### config.mk
export PLATFORM = sky130hd
export DESIGN_NAME = quad_encoder_array
export DESIGN_NICKNAME = d
export VERILOG_FILES = /design/src/rtl/quad_encoder_array.sv
export SDC_FILE = /design/constraint.sdc
export NUM_CORES = 1
export LEC_CHECK = 0
export ABC_AREA = 1
export ABC_CLOCK_PERIOD_IN_PS = 2170
export BUFFER_PORTS_ARGS = -buffer_cell sky130_fd_sc_hd__buf_2
export CORE_MARGIN = 2
export CORE_UTILIZATION = 32
export CTS_CLUSTER_DIAMETER = 40
export DETAILED_ROUTE_END_ITERATION = 10
export GPL_ROUTABILITY_DRIVEN = 1
export PLACE_DENSITY_LB_ADDON = 0.2
export RECOVER_POWER = 100
export SYNTH_ARGS = -nofsm -noshare
export SYNTH_HDL_FRONTEND = slang
export SYNTH_SLANG_ARGS = --single-unit
export TNS_END_PERCENT = 1
### constraint.sdc
create_clock -name clk -period 2.17 [get_ports clk]
set_input_delay 0.1085 -clock clk [delete_from_list [all_inputs] [get_ports clk]]
set_output_delay 0.1085 -clock clk [all_outputs]
set_load 0.05 [all_outputs]
### src/rtl/quad_encoder_array.sv
// Multi-channel rotary quadrature decoder with synchroniser, glitch filter,
// wrap/saturating position registers, step strobe and sticky error flag.
module quad_encoder_array #(
    parameter int CHANNELS        = 3,
    parameter int VALUE_WIDTH     = 8,
    parameter int INCREMENT       = 1,
    parameter int DEBOUNCE_CYCLES = 4,
    parameter int SATURATE        = 0,
    parameter int RESET_VALUE     = 0
) (
    input  logic                            clk,
    input  logic                            reset,
    input  logic [CHANNELS-1:0]             a,
    input  logic [CHANNELS-1:0]             b,
    input  logic [CHANNELS-1:0]             clear,
    output logic [CHANNELS*VALUE_WIDTH-1:0] values,
    output logic [CHANNELS-1:0]             step,
    output logic [CHANNELS-1:0]             dir,
    output logic [CHANNELS-1:0]             err
);

    localparam int CW = $clog2(DEBOUNCE_CYCLES + 1);
    localparam logic [CW-1:0] DEB_LAST = CW'(DEBOUNCE_CYCLES - 1);
    localparam logic [VALUE_WIDTH-1:0] INC = VALUE_WIDTH'(INCREMENT);
    localparam logic [VALUE_WIDTH-1:0] RST_V = VALUE_WIDTH'(RESET_VALUE);
    localparam logic [VALUE_WIDTH-1:0] MAX_V = '1;
    localparam logic [2:0] WARM_EDGES = 3'd4;

    logic [2:0] warm_cnt;
    logic       warm;

    assign warm = (warm_cnt != WARM_EDGES);

    // Settle window after reset so idle levels load without decoding.
    always_ff @(posedge clk) begin
        if (reset) begin
            warm_cnt <= '0;
        end else if (warm) begin
            warm_cnt <= warm_cnt + 3'd1;
        end
    end

    for (genvar g = 0; g < CHANNELS; g++) begin : g_ch
        // Index 0 is phase A, index 1 is phase B.
        logic [1:0]         s1;
        logic [1:0]         s2;
        logic [1:0]         filt;
        logic [1:0]         prev;
        logic [1:0][CW-1:0] cnt;
        logic [VALUE_WIDTH-1:0] val;
        logic               st;
        logic               d;
        logic               e;
        logic [3:0]         pat;
        logic               up;
        logic               dn;
        logic               bad;
        logic [VALUE_WIDTH:0] sum;
        logic [VALUE_WIDTH:0] diff;
        logic [VALUE_WIDTH-1:0] up_v;
        logic [VALUE_WIDTH-1:0] dn_v;

        always_ff @(posedge clk) begin
            if (reset) begin
                s1   <= '0;
                s2   <= '0;
                filt <= '0;
                prev <= '0;
                cnt  <= '0;
            end else begin
                s1   <= {b[g], a[g]};
                s2   <= s1;
                prev <= filt;
                for (int k = 0; k < 2; k++) begin
                    if (warm) begin
                        filt[k] <= s2[k];
                        cnt[k]  <= '0;
                    end else if (s2[k] == filt[k]) begin
                        cnt[k]  <= '0;
                    end else if (cnt[k] == DEB_LAST) begin
                        filt[k] <= s2[k];
                        cnt[k]  <= '0;
                    end else begin
                        cnt[k]  <= cnt[k] + 1'b1;
                    end
                end
            end
        end

        assign pat  = {filt[0], prev[0], filt[1], prev[1]};
        assign up   = (pat == 4'b1000) || (pat == 4'b0111);
        assign dn   = (pat == 4'b0010) || (pat == 4'b1101);
        assign bad  = (filt[0] ^ prev[0]) & (filt[1] ^ prev[1]);
        assign sum  = {1'b0, val} + {1'b0, INC};
        assign diff = {1'b0, val} - {1'b0, INC};
        assign up_v = (SATURATE != 0 && sum[VALUE_WIDTH])
                    ? MAX_V : sum[VALUE_WIDTH-1:0];
        assign dn_v = (SATURATE != 0 && diff[VALUE_WIDTH])
                    ? '0 : diff[VALUE_WIDTH-1:0];

        always_ff @(posedge clk) begin
            if (reset) begin
                val <= RST_V;
                st  <= 1'b0;
                d   <= 1'b0;
                e   <= 1'b0;
            end else if (clear[g]) begin
                val <= RST_V;
                st  <= 1'b0;
                e   <= 1'b0;
            end else begin
                st <= 1'b0;
                if (!warm) begin
                    unique case (1'b1)
                        up: begin
                            val <= up_v;
                            st  <= 1'b1;
                            d   <= 1'b1;
                        end
                        dn: begin
                            val <= dn_v;
                            st  <= 1'b1;
                            d   <= 1'b0;
                        end
                        bad: e <= 1'b1;
                        default: ;
                    endcase
                end
            end
        end

        assign values[g*VALUE_WIDTH +: VALUE_WIDTH] = val;
        assign step[g] = st;
        assign dir[g]  = d;
        assign err[g]  = e;
    end

endmodule

## Word-level counts from Yosys, hierarchy flattened

Index checks and enable logic that the tools add are counted.

- Output and inout bits: 33
- Word-level logic and storage cells: 163
- Bits of input ports: 11
- Register bits: 78

- Add/sub/neg operators: 13
- Reduce and logical (&&, ||, !) cells: 45
- Multiplexer cells: 27
- Bitwise logic cells: 13
- Eq/ne operators: 31

Operator list:

| cell | count |
|---|---|
| $pmux 8 s2 | 3 |
| $add 8x1->8 const B | 3 |
| $eq 4x4->1 const B | 6 |
| $reduce_and 2->1 | 12 |
| $reduce_or 4->1 | 6 |
| $sub 8x1->8 const B | 3 |
| $add 3x1->3 const B | 7 |
| $mux 1 | 21 |
| $eq 3x2->1 const B | 6 |
| $reduce_bool 2->1 | 9 |
| $eq 4x2->1 const B | 3 |
| $eq 4x3->1 const B | 3 |
| $ne 2x2->1 const B | 6 |
| $reduce_or 2->1 | 6 |
| $reduce_and 3->1 | 3 |
| $reduce_or 3->1 | 3 |
| $eq 1x1->1 | 6 |
| $logic_or 1x1->1 | 6 |
| $pmux 1 s2 | 3 |
| $xor 1x1->1 | 6 |
| $not 1->1 | 4 |
| $and 1x1->1 | 3 |
| $ne 3x3->1 const B | 1 |

## Longest topological paths before layout

Gate-level depths: netlist of run 1.

- Depth after elaboration: 4
- Mapped depth: 13
- Gate-level depth less buffers: 13

## Least setup slack after synthesis of run 1

Ideal clock, no wire load.

- Path kind: reg-to-reg
- Start point: register g_ch[1].filt[1]
- End point: register g_ch[1].val[7]
- Path buffers: 0
- Period minus slack after synthesis: 1.954 ns
- Required time: 2.061 ns
- Setup slack: 0.216 ns
- Arrival time: 1.846 ns
- Cell stages (with the launch flop): 13
- Setup time: 0.109 ns
- Path through: dfxtp_1 -> inv_1 -> ha_1 -> nand2_1 -> nand2_2 -> ha_1 -> or2_2 -> nand3_1 -> nand2_1 -> nand2_1 -> nand3_1 -> nand2_1 -> inv_1

- Word-level cells in the longest chain between the ends: 4
- Elaborated cells on any way between the ends: 9
- Classes of those cells: 4 x eq/ne; 1 x mux; 4 x reduce/logical

RTL lines:

| item | line | source |
|---|---|---|
| from (decl) | 47 | `logic [1:0] filt;` |
| from (signal, indexed assignment) | 76 | `filt[k] <= s2[k];` |
| from (signal, indexed assignment) | 81 | `filt[k] <= s2[k];` |
| $eq 4x4->1 (tied with other cells) | 91 | `assign up = (pat == 4'b1000) \|\| (pat == 4'b0111);` |
| $logic_or 1x1->1, on equally long branches | 91, 92 |  |
| $reduce_bool 2->1 (no source line) | -- |  |
| $reduce_and 2->1 (no source line) | -- |  |
| to (signal assigned) | 116 | `val <= up_v;` |
| to (signal assigned) | 121 | `val <= dn_v;` |
| to (decl) | 50 | `logic [VALUE_WIDTH-1:0] val;` |

Several ways; a longest one is shown, not always the timed one.
A chain may end at the register's enable or synchronous reset.

## Worst setup path after layout of run 1

- Start point: register g_ch[1].filt[0]
- End point: register g_ch[1].val[7]

The elaborated chain is that of the path after synthesis.

==> results.cfg, run 1 <==
[worst_setup_path]
criticalPathCategory = reg -> reg
timing.rr.start = g_ch[1].filt[0]$_SDFFE_PP0P_
cp.arrival_ns = 2.22
cp.required_ns = 2.41
r2r_cells = 12
reg2reg_to = g_ch[1].val[7]$_SDFFE_PP0P_
crit_path_end_kind = register
reg2reg_slack_ns = 0.18
start_kind = register
crit_fanout = 8

[final_layout]
antenna_cells = 0
design_area_mm2 = 0.004986
multi_input_area_mm2 = 0.002330
utilization = 0.3919
fillers = 1350
syn_to_final_growth_pct = 18.18
seqCellArea_mm2 = 0.001572
drive_above_1_share = 0.1701
nets = 654

[die]
io_pins = 44
start_util = 0.3316
core_region_area_mm2 = 0.01272
fp-row-count = 41
die_x_um = 118.8
die_h_um = 118.8
die_area_mm2 = 0.01412

[global_routing]
grt_pass1_vias = 2972
grt_max_degree = 17
grt_use_total = 0.1224
grt_antenna_before_repair = 0
grt_overflow = 0
grt_pass1_wl_mm = 13.83

[yosys]
ys_seq_area_frac = 0.3701
synthTopCellsByArea = dfxtp_1 (37%), ha_1 (17%), nand2_1 (8.6%), nor2_1 (6.8%), inv_1 (6.4%)
synthDistinctLibCells = 27
synth.yosys.warnings = 0
synth_top_area_share = 0.3701
syn_avg_cell_area_um2 = 7.857
yosys.area.top_type = dfxtp_1
synth_nets = 607
netlist_area_mm2 = 0.004219
yosys_register_bits = 78
netlist_instances = 537

[power]
leakagePower_nw = 2.404
finalPower_mw = 3.850
power.density_mw_per_mm2 = 772.1
ir_drop_v = 0.0003643

[status]
outcome = finished, final reports clean

[worst_hold_path]
hp-class = in -> reg
holdPathEnd = g_ch[2].d$_SDFFE_PP0P_
worstHoldStart = clear[2]
hold_depth = 4

[route]
first_pass_iters = 5
drt_iter0_drc = 153
dr_total_vias = 3271
drt-total-wl_mm = 8.280
drtAntennaViolNets = 0
wl_per_cell_um = 10.89
route.detailed.drc = 0
via_per_inst = 4.304

[timing]
slew_headroom = 0.7444
layout_min_cycle_time_ns = 1.987
timing_hold_violations_final = 0
finalMaxSlewViolations = 0
finalCritPeriodShare = 0.9155
fin_ws_ns = 0.1834
tightest_slew_ns = 0.3831
rsz0062_at_grt = true
skew_ns = 0.009985
finalSetupViolCount = 0
fmax_ghz = 0.5034

[run]
maxCapViolations = 0

[placement]
dp_slack_ns = 0.02589
dpl-instance-area_mm2 = 0.004542
place.gp.congestion = 0.8422
dp_hpwl_mm = 5.953
port_buffers = 43

[clock_network]
h-tree-depth = 3
cts_sinks = 78
cts_tree = done
clock_path_buffers = 2
cts_root_buf = clkbuf_16
post_cts_buffers = 0
clk_pin_slew_ns = 0.06
cts_buffers = 9
clock_latency_ns = 0.34
-- worst max path at each step --
| stage | from | to | slack [ns] | depth (start not counted) |
|---|---|---|---|---|
| 2_1_floorplan | g_ch[1].filt[1]$_SDFFE_PP0P_ | g_ch[1].val[7]$_SDFFE_PP0P_ | 0.22 | 12 |
| 3_3_place_gp | g_ch[2].filt[0]$_SDFFE_PP0P_ | g_ch[2].val[7]$_SDFFE_PP0P_ | 0.09 | 12 |
| 3_5_place_dp | g_ch[2].filt[0]$_SDFFE_PP0P_ | g_ch[2].val[7]$_SDFFE_PP0P_ | 0.03 | 12 |
| 4_1_cts | g_ch[2].filt[0]$_SDFFE_PP0P_ | g_ch[2].val[7]$_SDFFE_PP0P_ | 0.01 | 12 |
| 5_1_grt | g_ch[1].filt[0]$_SDFFE_PP0P_ | g_ch[1].val[7]$_SDFFE_PP0P_ | -0.02 | 12 |
| 6_report | g_ch[1].filt[0]$_SDFFE_PP0P_ | g_ch[1].val[7]$_SDFFE_PP0P_ | 0.18 | 12 |
-- flip-flops by register name (all words and copies together), names as in the netlist --
register / cells
g_ch.s2: 6
g_ch.prev: 6
g_ch.e: 3
g_ch.val: 24
g_ch.s1: 6
g_ch.d: 3
g_ch.st: 3
g_ch.filt: 6
warm_cnt: 3
g_ch.cnt: 18
-- per-layer routing --
layer  wire length, um  GRT usage
met5                 0          0
met4               178    0.06473
met3               254    0.02682
met2              3647     0.1915
met1              4200     0.1574
-- Yosys cell counts (all sizes together) --
cell    number
a31oi        3
inv         75
dfxtp       78
a21oi       38
nor3         1
xnor2        4
nand3b       8
clkbuf       2
nor2        89
ha          56
buf         14
or2          5
nand3       28
a22oi        1
xor2         4
nand2      102
fa           3
o21ai       26
-- layout by cell type, fill, tap and decap left out, types with 2 or more instances in the layout --
| cell | count |
|---|---|
| dfxtp_1 | 72 |
| o21ai_0 | 20 |
| xnor2_1 | 4 |
| nor2_4 | 12 |
| buf_4 | 3 |
| buf_2 | 43 |
| xor2_1 | 4 |
| nand3_1 | 28 |
| inv_2 | 3 |
| dfxtp_2 | 5 |
| inv_1 | 72 |
| nand2_1 | 96 |
| clkbuf_16 | 9 |
| nor2_1 | 76 |
| clkinv_2 | 2 |
| a21oi_1 | 37 |
| nand2_2 | 2 |
| ha_1 | 51 |
| or2_2 | 5 |
| dlygate4sd3_1 | 6 |
| fa_1 | 3 |
| nand2_4 | 4 |
| a31oi_1 | 3 |
| nand3b_1 | 8 |
| ha_4 | 5 |
| o21ai_1 | 6 |
-- timing repair --
action / CTS / global route
endpoints found under the setup margin: 0 / 15
hold endpoints to repair: 6 / 0
resized for setup: 0 / 17
hold buffers: 6 / 0
-- cell type report --
type | instances | area share
repair buffers | 52 | 0.05972
clock buffers | 11 | 0.04868
well taps | 172 | 0.04316
clock inverters | 4 | 0.009536
flip-flops and latches | 78 | 0.3152
inverters | 75 | 0.05646
multi-input cells | 368 | 0.4673
-- through the flow --
stage	std cells	setup TNS (ns)	hold WS [ns]
2_1_floorplan	537	0	0.2155
3_3_place_gp	739	0	0.3096
3_5_place_dp	739	0	0.3150
4_1_cts	760	0	0.04689
5_1_grt	760	-0.02909	0.06697
6_report	760	0	0.05379
-- worst max-delay path, stage by stage, from the launching register on --
cell,delay (ns)
dfxtp_2,0.36
inv_1,0.09
ha_1,0.20
nand2_1,0.11
nand2_4,0.11
ha_1,0.33
or2_2,0.31
nand3_1,0.11
nand2_1,0.06
nand2_1,0.05
nand3_1,0.06
nand2_1,0.06
inv_1,0.03
-- report_power, final --
| group | internal [mW] | total (mW) | switching [mW] |
|---|---|---|---|
| Combinational | 0.270 | 0.757 | 0.487 |
| Sequential | 1.52 | 1.59 | 0.0717 |
| Clock | 0.912 | 1.50 | 0.592 |
-- kinds of logic after synthesis --
group                    count (synthesis)  share of synthesized area
flip-flops                              78                     0.3701
buffers and inverters                   91                    0.09756
XOR/XNOR                                 8                    0.01661
AO/OA/AOI/OAI                           68                    0.08215
AND/OR/NAND/NOR                        233                     0.2533
adder cells (fa/ha/maj)                 59                     0.1803
No activity file was read; power rests on OpenSTA's default activity.
==> run 2, diff against run 1 <==
--- a/config.mk
+++ b/config.mk
@@ -6,8 +6,9 @@
 export NUM_CORES = 1
 export LEC_CHECK = 0
 export ABC_AREA = 1
-export ABC_CLOCK_PERIOD_IN_PS = 2170
+export ABC_CLOCK_PERIOD_IN_PS = 2100
 export BUFFER_PORTS_ARGS = -buffer_cell sky130_fd_sc_hd__buf_2
+export CAP_MARGIN = 0
 export CORE_MARGIN = 2
 export CORE_UTILIZATION = 32
 export CTS_CLUSTER_DIAMETER = 40
==> constraint.sdc (replaced) <==
create_clock -name clk -period 2.1 [get_ports clk]
set_input_delay 0.21 -clock clk [delete_from_list [all_inputs] [get_ports clk]]
set_output_delay 0.21 -clock clk [all_outputs]
set_load 0.05 [all_outputs]
==> run 2 against run 1 <==
Against the previous run:
- fmax is 1.4% lower
- largest cell class unchanged
- first-iteration DRC count is 7.8% lower
- critical path depth is 3 lower
- cell count is 0.39% lower
==> results.cfg, run 2 (synthesis gave the netlist of run 1 again) <==
[timing]
skew_ns = 0.004988
timing_hold_violations_final = 0
finalMaxSlewViolations = 0
finalCritPeriodShare = 0.9594
layout_min_cycle_time_ns = 2.015
finalSetupViolCount = 0
tightest_slew_ns = 0.7664
slew_headroom = 0.4891
rsz0062_at_grt = true
fmax_ghz = 0.4964

[route]
drt_iter0_drc = 141
wl_per_cell_um = 10.78
drt-total-wl_mm = 8.158
dr_total_vias = 3287
drtAntennaViolNets = 0
via_per_inst = 4.342
first_pass_iters = 4
route.detailed.drc = 0

[final_layout]
syn_to_final_growth_pct = 18.12
multi_input_area_mm2 = 0.002397
fin_cells = 757
design_area_mm2 = 0.004984
fillers = 1367
nets = 652
antenna_cells = 0
top_regs = g_ch.val x24, g_ch.cnt x18
drive_above_1_share = 0.1812
utilization = 0.3917
regMostFlops = g_ch.val
seqCellArea_mm2 = 0.001570
final_cell_mix = nand2_1 (94), nor2_1 (76), dfxtp_1 (73), inv_1 (72), ha_1 (46)
largest_reg_flops = 24
final_common_cell = nand2_1

[worst_setup_path]
path_depth = 9
cp.arrival_ns = 2.23
r2r_cells = 9
crit_path_end_kind = register
max_stage_delay_ns = 0.37
crit_buf_inv = 1
reg2reg_slack_ns = 0.09
start_kind = register
cp_top_family = simple AND/OR/NAND/NOR gates
cp_slowest_cell = dfxtp_2
crit_path_cell_trace = inv_1, ha_1, nand2_1, nand2_4, ha_1, or2_2, nand2_1, xor2_1, a21oi_1
crit_fanout = 8
cp.required_ns = 2.32
criticalPathCategory = reg -> reg

[placement]
dp.cells = 743
place.gp.congestion = 0.8192
port_buffers = 43
dpl-instance-area_mm2 = 0.004572
dp_hpwl_mm = 5.957

[global_routing]
grt_pass1_vias = 3037
grt_max_degree = 18
grt_pass1_wl_mm = 13.88
grt_use_total = 0.1223
grt_overflow = 0
grt_antenna_before_repair = 0

[worst_hold_path]
hold_depth = 3
hp-class = in -> reg

[clock_network]
ctsHoldBuffers = 0
cts_tree = done
clock_path_buffers = 2
cts_root_buf = clkbuf_16
cts_buffers = 9
clock_latency_ns = 0.34
cts_sinks = 78
h-tree-depth = 3
clk_pin_slew_ns = 0.06

[run]
maxCapViolations = 0

[die]
die_area_mm2 = 0.01412
die_x_um = 118.8
fp-row-count = 41
io_pins = 44
die_h_um = 118.8
core_region_area_mm2 = 0.01272
start_util = 0.3316

[power]
finalPower_mw = 3.860
leakagePower_nw = 2.364
power.density_mw_per_mm2 = 774.6
ir_drop_v = 0.0003814

[status]
outcome = finished, final reports clean
run 2: changes by cell type in the layout (fill, tap and decap cells not counted), sizes merged:
| cell | previous run | this run |
|---|---|---|
| buf | 46 | 48 |
| bufinv | 1 | 0 |
| clkbuf | 11 | 14 |
| clkinvlp | 1 | 0 |
| dlygate4sd3 | 6 | 0 |
run 2: report_power, final:
group          internal (mW)  total (mW)  switching (mW)
sequential              1.57        1.64          0.0742
clock                  0.816        1.40           0.589
combinational          0.307       0.814           0.507
total                   2.69        3.86            1.17
run 2: worst reg2reg max path, delay by kind of cell (launching register included):
kind | cells | cell delay (ns)
and+or+nand+nor | 4 | 0.65
DFF | 1 | 0.37
xor gates and xnor gates | 1 | 0.15
buffers and inverters | 1 | 0.10
adders and majority gates | 2 | 0.55
AOI/OAI and AO/OA | 1 | 0.08
run 2: what timing repair did:
item                       CTS  global route
resized for setup            4            20
hold endpoints to repair     0             0
pin swaps                    0             1
buffers inserted             0             0
setup endpoints to repair    4            14
run 2: path summary, 6_finish.rpt:
check / endpoint / startpoint
worst max-delay path: g_ch[2].val[4]$_SDFFE_PP0P_ / g_ch[2].filt[0]$_SDFFE_PP0P_
worst min-delay path: g_ch[1].s1[1]$_SDFF_PP0_ / b[1]
worst max register to register: g_ch[2].val[4]$_SDFFE_PP0P_ / g_ch[2].filt[0]$_SDFFE_PP0P_
worst min register to register: g_ch[0].s2[1]$_SDFF_PP0_ / g_ch[0].s1[1]$_SDFF_PP0_
run 2: routing by layer:
metal	share of wire	GRT usage
met3	0.026	0.02682
met5	0	0
met1	0.50	0.1554
met2	0.45	0.1911
met4	0.023	0.06994
run 2: cell type report:
| class | instances | area share |
|---|---|---|
| Multi-Input combinational cell | 368 | 0.4810 |
| Sequential cell | 78 | 0.3151 |
| Inverter | 75 | 0.05649 |
| Timing Repair Buffer | 50 | 0.05272 |
| Clock buffer | 12 | 0.04946 |
| Tap cell | 172 | 0.04318 |
| Clock inverter | 2 | 0.002009 |
run 2: through the flow:
step                worst slack [ns]  hold WS (ns)  TNS (ns)
floorplan                     0.1456        0.3170         0
CTS                          0.02366       0.05418         0
detailed placement          -0.03560        0.3924  -0.05401
finish                       0.08530       0.06652         0
global route                -0.04679       0.08402   -0.1131
global placement             0.01206        0.3899         0
==> run 3, diff against run 2 <==
--- a/config.mk
+++ b/config.mk
@@ -6,7 +6,7 @@
 export NUM_CORES = 1
 export LEC_CHECK = 0
 export ABC_AREA = 1
-export ABC_CLOCK_PERIOD_IN_PS = 2100
+export ABC_CLOCK_PERIOD_IN_PS = 1700
 export BUFFER_PORTS_ARGS = -buffer_cell sky130_fd_sc_hd__buf_2
 export CAP_MARGIN = 0
 export CORE_MARGIN = 2
==> constraint.sdc (replaced) <==
create_clock -name clk -period 1.7 [get_ports clk]
set_input_delay 0.17 -clock clk [delete_from_list [all_inputs] [get_ports clk]]
set_output_delay 0.17 -clock clk [all_outputs]
set_load 0.05 [all_outputs]
==> run 3 against run 2 <==
Against the previous run:
- the run now ends with setup timing left
- largest cell class unchanged
- clock power is 43% higher
- worst setup slack got worse by 0.18 ns
- critical path type unchanged
- cell count is 6.6% higher
- sequential power grew 24%
- highest routed layer unchanged
- power increased by 39%
- largest power group unchanged
==> results.cfg, run 3 (synthesis gave the netlist of run 1 again) <==
[timing]
skew_ns = 0.007030
timing_hold_violations_final = 0
finalMaxSlewViolations = 0
layout_min_cycle_time_ns = 1.792
tightest_slew_ns = 0.8136
finalCritPeriodShare = 1.054
slew_headroom = 0.4576
fmax_ghz = 0.5581
setup_tns_ns = -0.5819
fin_ws_ns = -0.09173
finalSetupViolCount = 12
rsz0062_at_grt = true

[die]
io_pins = 44
core_region_area_mm2 = 0.01272
die_h_um = 118.8
fp-row-count = 41
die_x_um = 118.8
start_util = 0.3316
die_area_mm2 = 0.01412

[clock_network]
h-tree-depth = 3
cts_sinks = 78
clk_pin_slew_ns = 0.06
cts_tree = done
clock_path_buffers = 2
ctsHoldBuffers = 0
cts_root_buf = clkbuf_16
clock_latency_ns = 0.34
cts_buffers = 9

[final_layout]
final_cell_mix = nand2_1 (84), nor2_1 (79), dfxtp_1 (66), inv_1 (65), buf_4 (51)
largest_reg_flops = 24
syn_to_final_growth_pct = 32.15
drive_above_1_share = 0.2535
antenna_cells = 0
fillers = 1331
nets = 701
final_common_cell = nand2_1
top_regs = g_ch.val x24, g_ch.cnt x18
seqCellArea_mm2 = 0.001592
regMostFlops = g_ch.val
multi_input_area_mm2 = 0.002589

[route]
drt-total-wl_mm = 8.917
drtAntennaViolNets = 0
first_pass_iters = 6
via_per_inst = 4.361
drt_iter0_drc = 153
dr_total_vias = 3519
route.detailed.drc = 0
wl_per_cell_um = 11.05

[worst_setup_path]
criticalPathCategory = reg -> reg
cp.arrival_ns = 2.03
cp.required_ns = 1.94
crit_path_end_kind = register
crit_fanout = 8
start_kind = register

[global_routing]
grt_overflow = 0
grt_pass1_wl_mm = 15.40
grt_use_total = 0.1355
grt_max_degree = 16
grt_pass1_vias = 3482
grt_antenna_before_repair = 0

[status]
outcome = finished with violations
violations = setup timing

[worst_hold_path]
hp-class = in -> reg

[power]
power.density_mw_per_mm2 = 961.7
seqPwrFrac = 0.380
leakagePower_nw = 2.502
swShare = 0.2919
power.internal_mw = 3.797
switchingPower_mw = 1.565
ir_drop_v = 0.0004869
p_comb_frac = 0.248
p_clk_frac = 0.373
finalPower_mw = 5.362

[placement]
dp_hpwl_mm = 6.443
place.gp.congestion = 0.8004
port_buffers = 43

[run]
maxCapViolations = 0
==> run 3: changes by cell type in the layout (fill, tap and decap cells not counted), sizes merged <==
| cell | delta |
|---|---|
| nand2 | +1 |
| clkinv | -1 |
| clkbuf | +35 |
| clkinvlp | +1 |
| buf | +13 |
| bufinv | +1 |
==> run 3: critical path: stages (launching register included) <==
cell	delay, ns
dfxtp_2	0.35
inv_2	0.06
ha_4	0.17
nand2_4	0.09
nand2_8	0.10
fa_2	0.36
nand2_1	0.07
nand2_1	0.07
nand3b_1	0.13
nand2_1	0.06
nand2_1	0.07
nand3_1	0.07
nand2_1	0.07
inv_1	0.04
==> run 3: power by group through the flow <==
stage | logic (mW) | clock network (mW) | registers [mW]
floorplan | 0.821 | 0 | 2.09
detailed placement | 1.26 | 0 | 2.07
global route | 1.50 | 2.13 | 2.05
global placement | 1.23 | 0 | 2.06
CTS | 1.33 | 2.06 | 2.03
finish | 1.33 | 2.00 | 2.04
==> run 3: through the flow <==
| step | cells | util | hold WS, ns | area, um^2 | worst slack, ns |
|---|---|---|---|---|---|
| global placement | 782 | 0.4015 | 0.3732 | 5107 | -0.1032 |
| floorplan | 537 | - | 0.2770 | 4449 | -0.03535 |
| CTS | 802 | 0.4384 | 0.01812 | 5578 | -0.1093 |
| finish | 807 | 0.4382 | 0.03340 | 5575 | -0.09173 |
| global route | 807 | 0.4382 | 0.04097 | 5575 | -0.2104 |
| detailed placement | 782 | 0.4015 | 0.3783 | 5107 | -0.1670 |
==> run 3: cell type report <==
type / count / area share
clock buffers: 12 / 0.04780
clock inverters: 3 / 0.007630
inverters: 75 / 0.05094
multi-input cells: 369 / 0.4643
flip-flops and latches: 78 / 0.2855
well taps: 172 / 0.03860
repair buffers: 98 / 0.1053
==> run 3: routing by layer <==
metal / up-vias / track usage / part of all wire / wire, um
met2: 40 / 0.2306 / 0.47 / 4213
met3: 14 / 0.02682 / 0.029 / 261
met4: 0 / 0.07292 / 0.024 / 213
li1: 1878 / - / - / -
met1: 1587 / 0.1601 / 0.47 / 4228
met5: - / 0 / 0 / 0
==> run 3: final timing paths <==
check	slack, ns	end	cells past startpoint	startpoint
max	-0.09	g_ch[0].val[6]$_SDFFE_PP0P_	13	g_ch[0].prev[0]$_SDFF_PP0_
min	0.03	g_ch[0].s1[1]$_SDFF_PP0_	3	b[0]
max reg2reg	-0.09	g_ch[0].val[6]$_SDFFE_PP0P_	13	g_ch[0].prev[0]$_SDFF_PP0_
min reg2reg	0.40	g_ch[0].s2[0]$_SDFF_PP0_	2	g_ch[0].s1[0]$_SDFF_PP0_
==> run 3: timing repair <==
item / 4_1_cts / 5_1_grt
setup endpoints to repair: 19 / 24
pin swaps: 18 / 24
setup buffers: 5 / 4
cloned: 0 / 1
resized for setup: 31 / 15
